### src/rtl/vend_credit_controller_if.sv
// Signal bundle between the coin/keypad front end, the dispenser/changer
// actuators and the vending credit controller.
interface vend_credit_controller_if #(
  parameter int CREDIT_W = 5
);
  // Handshakes: vend_req/coin_out_req are raised by the controller and held
  // until the matching ack is sampled high on a rising clk edge; each sampled
  // coin_out_ack returns exactly one nickel. Coin/select/cancel inputs are
  // single-cycle pulses with no back-pressure; refusal is signalled by
  // coin_reject.
  logic                nickel;
  logic                dime;
  logic                quarter;
  logic                select;
  logic                cancel;
  logic                vend_req;
  logic                vend_ack;
  logic                coin_out_req;
  logic                coin_out_ack;
  logic [CREDIT_W-1:0] credit;
  logic                coin_reject;
  logic                busy;
  logic                fault;

  modport master (
    output nickel, dime, quarter, select, cancel, vend_ack, coin_out_ack,
    input  vend_req, coin_out_req, credit, coin_reject, busy, fault
  );

  modport slave (
    input  nickel, dime, quarter, select, cancel, vend_ack, coin_out_ack,
    output vend_req, coin_out_req, credit, coin_reject, busy, fault
  );
endinterface

### src/rtl/vend_credit_controller.sv
// Vending transaction sequencer: accumulates nickel-unit credit, vends one
// priced item over a req/ack handshake, then pays out the remainder in nickels.
module vend_credit_controller #(
  parameter int CREDIT_W     = 5,
  parameter int PRICE_N      = 3,
  parameter int MAX_CREDIT_N = 20,
  parameter int ACK_TIMEOUT  = 255
) (
  input  logic                      clk,
  input  logic                      reset,
  vend_credit_controller_if.slave   bus,
  output logic [2:0]                state_o
);

  typedef enum logic [2:0] {
    S_IDLE   = 3'd0,
    S_CREDIT = 3'd1,
    S_VEND   = 3'd2,
    S_CHANGE = 3'd3,
    S_FAULT  = 3'd4
  } state_e;

  localparam int TMR_W = (ACK_TIMEOUT < 2) ? 1 : $clog2(ACK_TIMEOUT + 1);
  localparam int SUM_W = CREDIT_W + 1;

  state_e              state_q, state_d;
  logic [CREDIT_W-1:0] credit_q, credit_d;
  logic [TMR_W-1:0]    timer_q, timer_d;
  logic                vend_req_q, vend_req_d;
  logic                coin_out_req_q, coin_out_req_d;
  logic                coin_reject_q, coin_reject_d;
  logic                busy_q, busy_d;
  logic                fault_q, fault_d;

  logic [1:0]          coin_cnt;
  logic [2:0]          coin_val;
  logic [SUM_W-1:0]    coin_sum;
  logic                coin_any;
  logic                coin_fits;
  logic                timed_out;

  always_comb begin
    coin_cnt  = {1'b0, bus.nickel} + {1'b0, bus.dime} + {1'b0, bus.quarter};
    coin_any  = bus.nickel | bus.dime | bus.quarter;
    coin_val  = bus.nickel ? 3'd1 : (bus.dime ? 3'd2 : (bus.quarter ? 3'd5 : 3'd0));
    coin_sum  = SUM_W'(credit_q) + SUM_W'(coin_val);
    coin_fits = (coin_cnt == 2'd1) && (coin_sum <= SUM_W'(MAX_CREDIT_N));
    timed_out = (timer_q == TMR_W'(ACK_TIMEOUT - 1));
  end

  always_comb begin
    state_d       = state_q;
    credit_d      = credit_q;
    timer_d       = '0;
    // Every coin is refused unless the single accepted-coin path below claims it.
    coin_reject_d = coin_any;

    case (state_q)
      S_IDLE, S_CREDIT: begin
        if (bus.cancel && (credit_q != '0)) begin
          state_d = S_CHANGE;
        end else if (bus.select && !bus.cancel) begin
          if (credit_q >= CREDIT_W'(PRICE_N)) state_d = S_VEND;
        end else if (!bus.select && !bus.cancel && coin_fits) begin
          credit_d      = coin_sum[CREDIT_W-1:0];
          coin_reject_d = 1'b0;
          state_d       = S_CREDIT;
        end
      end
      S_VEND: begin
        if (bus.vend_ack) begin
          credit_d = credit_q - CREDIT_W'(PRICE_N);
          state_d  = (credit_q != CREDIT_W'(PRICE_N)) ? S_CHANGE : S_IDLE;
        end else if (timed_out) begin
          state_d = S_FAULT;
        end else begin
          timer_d = timer_q + 1'b1;
        end
      end
      S_CHANGE: begin
        if (bus.coin_out_ack) begin
          credit_d = credit_q - 1'b1;
          if (credit_q == CREDIT_W'(1)) state_d = S_IDLE;
        end else if (timed_out) begin
          state_d = S_FAULT;
        end else begin
          timer_d = timer_q + 1'b1;
        end
      end
      S_FAULT: begin
        state_d = S_FAULT;
      end
      default: begin
        state_d  = S_IDLE;
        credit_d = '0;
      end
    endcase

    // Outputs are registered copies of what the next state implies.
    vend_req_d     = (state_d == S_VEND);
    coin_out_req_d = (state_d == S_CHANGE);
    fault_d        = (state_d == S_FAULT);
    busy_d         = (state_d == S_VEND) || (state_d == S_CHANGE) || (state_d == S_FAULT);
  end

  always_ff @(posedge clk or posedge reset) begin
    if (reset) begin
      state_q        <= S_IDLE;
      credit_q       <= '0;
      timer_q        <= '0;
      vend_req_q     <= 1'b0;
      coin_out_req_q <= 1'b0;
      coin_reject_q  <= 1'b0;
      busy_q         <= 1'b0;
      fault_q        <= 1'b0;
    end else begin
      state_q        <= state_d;
      credit_q       <= credit_d;
      timer_q        <= timer_d;
      vend_req_q     <= vend_req_d;
      coin_out_req_q <= coin_out_req_d;
      coin_reject_q  <= coin_reject_d;
      busy_q         <= busy_d;
      fault_q        <= fault_d;
    end
  end

  assign bus.vend_req     = vend_req_q;
  assign bus.coin_out_req = coin_out_req_q;
  assign bus.credit       = credit_q;
  assign bus.coin_reject  = coin_reject_q;
  assign bus.busy         = busy_q;
  assign bus.fault        = fault_q;
  assign state_o          = state_q;

endmodule
### src/flat_wrapper.sv
// flat-port wrapper written by rule: the top's interface ports become plain ports
module vend_credit_controller_flat 
#(
  parameter int CREDIT_W     = 5,
  parameter int PRICE_N      = 3,
  parameter int MAX_CREDIT_N = 20,
  parameter int ACK_TIMEOUT  = 255
)
  (clk, reset, state_o, bus_nickel, bus_dime, bus_quarter, bus_select, bus_cancel, bus_vend_ack, bus_coin_out_ack, bus_vend_req, bus_coin_out_req, bus_credit, bus_coin_reject, bus_busy, bus_fault);
  vend_credit_controller_if #(.CREDIT_W(CREDIT_W)) bus_i ();
  input  logic clk;
  input  logic reset;
  output logic [2:0] state_o;
  input wire logic [$bits(bus_i.nickel)-1:0] bus_nickel;
  input wire logic [$bits(bus_i.dime)-1:0] bus_dime;
  input wire logic [$bits(bus_i.quarter)-1:0] bus_quarter;
  input wire logic [$bits(bus_i.select)-1:0] bus_select;
  input wire logic [$bits(bus_i.cancel)-1:0] bus_cancel;
  input wire logic [$bits(bus_i.vend_ack)-1:0] bus_vend_ack;
  input wire logic [$bits(bus_i.coin_out_ack)-1:0] bus_coin_out_ack;
  output wire logic [$bits(bus_i.vend_req)-1:0] bus_vend_req;
  output wire logic [$bits(bus_i.coin_out_req)-1:0] bus_coin_out_req;
  output wire logic [$bits(bus_i.credit)-1:0] bus_credit;
  output wire logic [$bits(bus_i.coin_reject)-1:0] bus_coin_reject;
  output wire logic [$bits(bus_i.busy)-1:0] bus_busy;
  output wire logic [$bits(bus_i.fault)-1:0] bus_fault;
  assign bus_i.nickel = bus_nickel;
  assign bus_i.dime = bus_dime;
  assign bus_i.quarter = bus_quarter;
  assign bus_i.select = bus_select;
  assign bus_i.cancel = bus_cancel;
  assign bus_i.vend_ack = bus_vend_ack;
  assign bus_i.coin_out_ack = bus_coin_out_ack;
  assign bus_vend_req = bus_i.vend_req;
  assign bus_coin_out_req = bus_i.coin_out_req;
  assign bus_credit = bus_i.credit;
  assign bus_coin_reject = bus_i.coin_reject;
  assign bus_busy = bus_i.busy;
  assign bus_fault = bus_i.fault;
  vend_credit_controller #(.CREDIT_W(CREDIT_W), .PRICE_N(PRICE_N), .MAX_CREDIT_N(MAX_CREDIT_N), .ACK_TIMEOUT(ACK_TIMEOUT)) u_core (.clk(clk), .reset(reset), .bus(bus_i), .state_o(state_o));
endmodule
### config.mk
export PLATFORM = sky130hd
export DESIGN_NAME = vend_credit_controller_flat
export DESIGN_NICKNAME = d
export VERILOG_FILES = /design/src/rtl/vend_credit_controller_if.sv /design/src/rtl/vend_credit_controller.sv /design/src/flat_wrapper.sv
export SDC_FILE = /design/constraint.sdc
export NUM_CORES = 1
export LEC_CHECK = 0
export CORE_MARGIN = 5
export CORE_UTILIZATION = 54
export DETAILED_ROUTE_END_ITERATION = 10
export PLACE_DENSITY = 0.79
export RECOVER_POWER = 25
export SLEW_MARGIN = 20
export SYNTH_ARGS = -nofsm -noshare
export SYNTH_HDL_FRONTEND = slang
export SYNTH_SLANG_ARGS = --single-unit
export TNS_END_PERCENT = 20
### constraint.sdc
create_clock -name clk -period 2.8 [get_ports clk]
set_input_delay 0.42 -clock clk [delete_from_list [all_inputs] [get_ports clk]]
set_output_delay 0.42 -clock clk [all_outputs]
set_load 0.02 [all_outputs]
==> results.toml <==
[timing]
slew_violations = 0
tightestPinTransition_ns = 0.7766
hold_viol = 0
fin_skew_ns = 0.002815
setup_viol = 0
slew_headroom_pct = 48.17
period_needed_ns = 2.680
grt_setup_unrepaired = "false"
fin_tns_setup_ns = 0
fmax_ghz = 0.3731
fin_crit_sh_pct = 95.73

[critical_path]
r2r_slack_ns = 0.32
crit_end = "u_core.bus.credit[3]"
worst_path_largest_cell_delay_ns = 0.51
crit_type = "input pin to flop"
cp_cell_sequence = "dlygate4sd2_1, inv_1, nand2_1, nand2_1, ha_2, inv_2, fa_2, or3b_4, nor3_2, o21bai_4, o221ai_4, or4_4, o211ai_2"
worstSetupStartpoint = "bus_dime"
cp_common_cell = "nand2_1"
cp-start-kind = "input pin"
cp.arrival_ns = 2.92
rr_startpoint = "u_core.bus.credit[0]"
end_kind = "flop"
cp.required_ns = 3.04
rr_endpoint = "u_core.bus.credit[3]"
critPathMaxFanout = 6
crit_path_top_delay_cell = "or4_4"
ff2ff_path_depth = 9

[min_path]
hold_path_class = "flop to flop"
min_path_cells = 1

[logic_synthesis]
syn_inst = 167
yosys_warnings = 0
seq_area_frac_synth_pct = 34.88
syn_area_um2 = 1506
synth.avg_cell_area_um2 = 9.021
synth_edf_count = 0
async_flop_share_pct = 100.0
ys.flop_type = "dfrtp_1"
syn_nets = 187
ys_types = 50
ys_ff_latch = 21

[clock_tree]
clk_latency_ns = 0.30
cts-root-buf = "clkbuf_4"
path_clk_slew_ns = 0.13
clkSinkCount = 21
htree_levels = 1
clk_path_buf_depth = 2
cts_tree = "yes"
holdBufCountCts = 0
numCtsBuffers = 3

[layout]
fill_cells = 193
drive_above_1_share_pct = 20.75
syn2layout_area_growth_pct = 31.31
antenna_cells = 0
mostFrequentLayoutCells = "buf_4 (25), dfrtp_1 (21), clkdlybuf4s50_1 (17), nor2_1 (16), inv_1 (14)"
multi_input_area_um2 = 929.6
register_area_um2 = 525.5
final_common_cell = "buf_4"
stdcell_area_um2 = 1978
finalNetCount = 233

[floorplan]
initial_core_util_pct = 55.59
core_um2 = 2710
core.rowCount = 19
dieWidth_um = 62.82
die_h_um = 62.82
die_area_um2 = 3946
ioPinCount = 22

[grt]
grt_start_max_net_pins = 22
antenna_found_initial = 0
grt_overflow = 0
grtUsageTotal_pct = 20.14
grt_pass1_wl_um = 6568
grt_pass1_vias = 1421

[place]
place_congestion = 0.8800
detailed_place_hpwl_um = 2823
placed_cell_area_um2 = 1863
port_buffers = 21

[power]
combinationalPowerShare_pct = 64.0
pwr-share-seq_pct = 27.8
p_leak_uw = 0.0008930
p_int_uw = 1008
swShare_pct = 46.12
ir_drop_v = 0.0007155
clkPwrFrac_pct = 8.2
p_switching_uw = 862.8
powerDensity_nw_per_um2 = 945.7

[detailed_routing]
drtPass1Iterations = 4
drt-total-wl_um = 3870
drt_iter0_markers = 86
detail-route-antenna-nets = 0
wl_per_cell_um = 15.93
vias = 1446
drc = 0
via_per_inst = 5.951

[run]
maxCapViolations = 0

[run_status]
status = "completed"
-- timing repair --
| item | 4_1_cts | 5_1_grt |
|---|---|---|
| pin swaps | 7 | 3 |
| gates resized for setup | 10 | 1 |
| setup endpoints to repair | 4 | 2 |
| setup buffers | 7 | 1 |
-- cell families after synthesis --
kind of cell	count (synthesis)	synth area share (%)
XOR/XNOR	10	5.814
AND/OR/NAND/NOR	62	21.60
multiplexers	2	1.329
adder cells (fa/ha/maj)	11	10.13
flip-flops	21	34.88
AO/OA/AOI/OAI	40	20.93
buffers and inverters	21	5.314
-- critical path: cells and delay by family --
kind / cells / cell delay (ns)
simple gates: 5 / 1.24
compound gates: 3 / 0.36
fa+ha+maj: 2 / 0.55
buf+inv: 3 / 0.36
-- per-stage QoR --
| stage | util (%) | std cells | hold WS, ns | setup slack (ns) | total power (µW) |
|---|---|---|---|---|---|
| after floorplan | - | 167 | 0.3965 | 0.1096 | 1236 |
| after global placement | 68.74 | 231 | 0.5168 | -0.3256 | 1616 |
| after detailed placement | 68.74 | 231 | 0.5255 | -0.4223 | 1649 |
| after CTS | 72.58 | 242 | 0.5436 | 0.1107 | 1852 |
| after global routing | 72.99 | 243 | 0.5894 | 0.00005751 | 2014 |
| final | 72.99 | 243 | 0.5480 | 0.1195 | 1871 |
-- Yosys cell counts (2+ instances only) --
cell      count  area [µm²]
a21o_1        3       22.52
nand2b_1      3       18.77
o22ai_1       2       12.51
xor2_1        8       70.07
ha_1          9       112.6
dfrtp_1      21       525.5
or2_1         2       12.51
nor2_1       16       60.06
nand3_1       5       25.02
nor3_1        4       20.02
o32ai_1       3       26.28
a21oi_1      10       50.05
nand2_1      13       48.80
o221ai_1      3       26.28
fa_1          2       40.04
or4_1         3       22.52
mux2i_1       2       20.02
clkbuf_1      4       15.01
inv_1        15       56.30
nand4_1       3       18.77
xnor2_1       2       17.52
nor2b_1       4       25.02
o21ai_0       3       15.01
-- per-layer routing --
layer | up-vias | track usage, % | part of all wire, %
met1 | 707 | 25.00 | 43
met5 | - | 0 | 0
li1 | 684 | - | -
met2 | 49 | 36.14 | 51
met4 | 0 | 5.305 | 0.93
met3 | 6 | 2.878 | 5.3
-- state kept, by name (all words and copies together) (netlist names) --
| signal | flops |
|---|---|
| u_core.bus.coin_reject | 1 |
| u_core.bus.credit | 5 |
| u_core.bus.coin_out_req | 1 |
| u_core.bus.vend_req | 1 |
| u_core.timer_q | 8 |
| u_core.bus.fault | 1 |
| u_core.state_o | 3 |
| u_core.bus.busy | 1 |
-- cell type report --
cell class | count | share of cell area [%]
Clock inverter | 1 | 0.3795
Multi-Input combinational cell | 125 | 47.00
Tap cell | 31 | 1.961
Clock buffer | 3 | 1.139
Inverter | 16 | 3.036
Timing Repair Buffer | 46 | 19.92
Sequential cell | 21 | 26.57
-- power by group through the flow --
stage          combinational [µW]  clock, µW  sequential, µW
6_report                     1200        153             520
3_3_place_gp                 1100          0             516
5_1_grt                      1310        170             537
4_1_cts                      1180        156             515
3_5_place_dp                 1130          0             518
2_1_floorplan                 681          0             555
-- worst min path at each step --
| stage | from | endpoint |
|---|---|---|
| 6_report | u_core.timer_q[0] | u_core.timer_q[0] |
| 5_1_grt | u_core.timer_q[0] | u_core.timer_q[0] |
| 4_1_cts | u_core.timer_q[0] | u_core.timer_q[0] |
| 3_5_place_dp | u_core.timer_q[0] | u_core.timer_q[0] |
| 3_3_place_gp | u_core.timer_q[0] | u_core.timer_q[0] |
| 2_1_floorplan | reset | u_core.bus.busy |
Power figures use the tool's default switching activity.
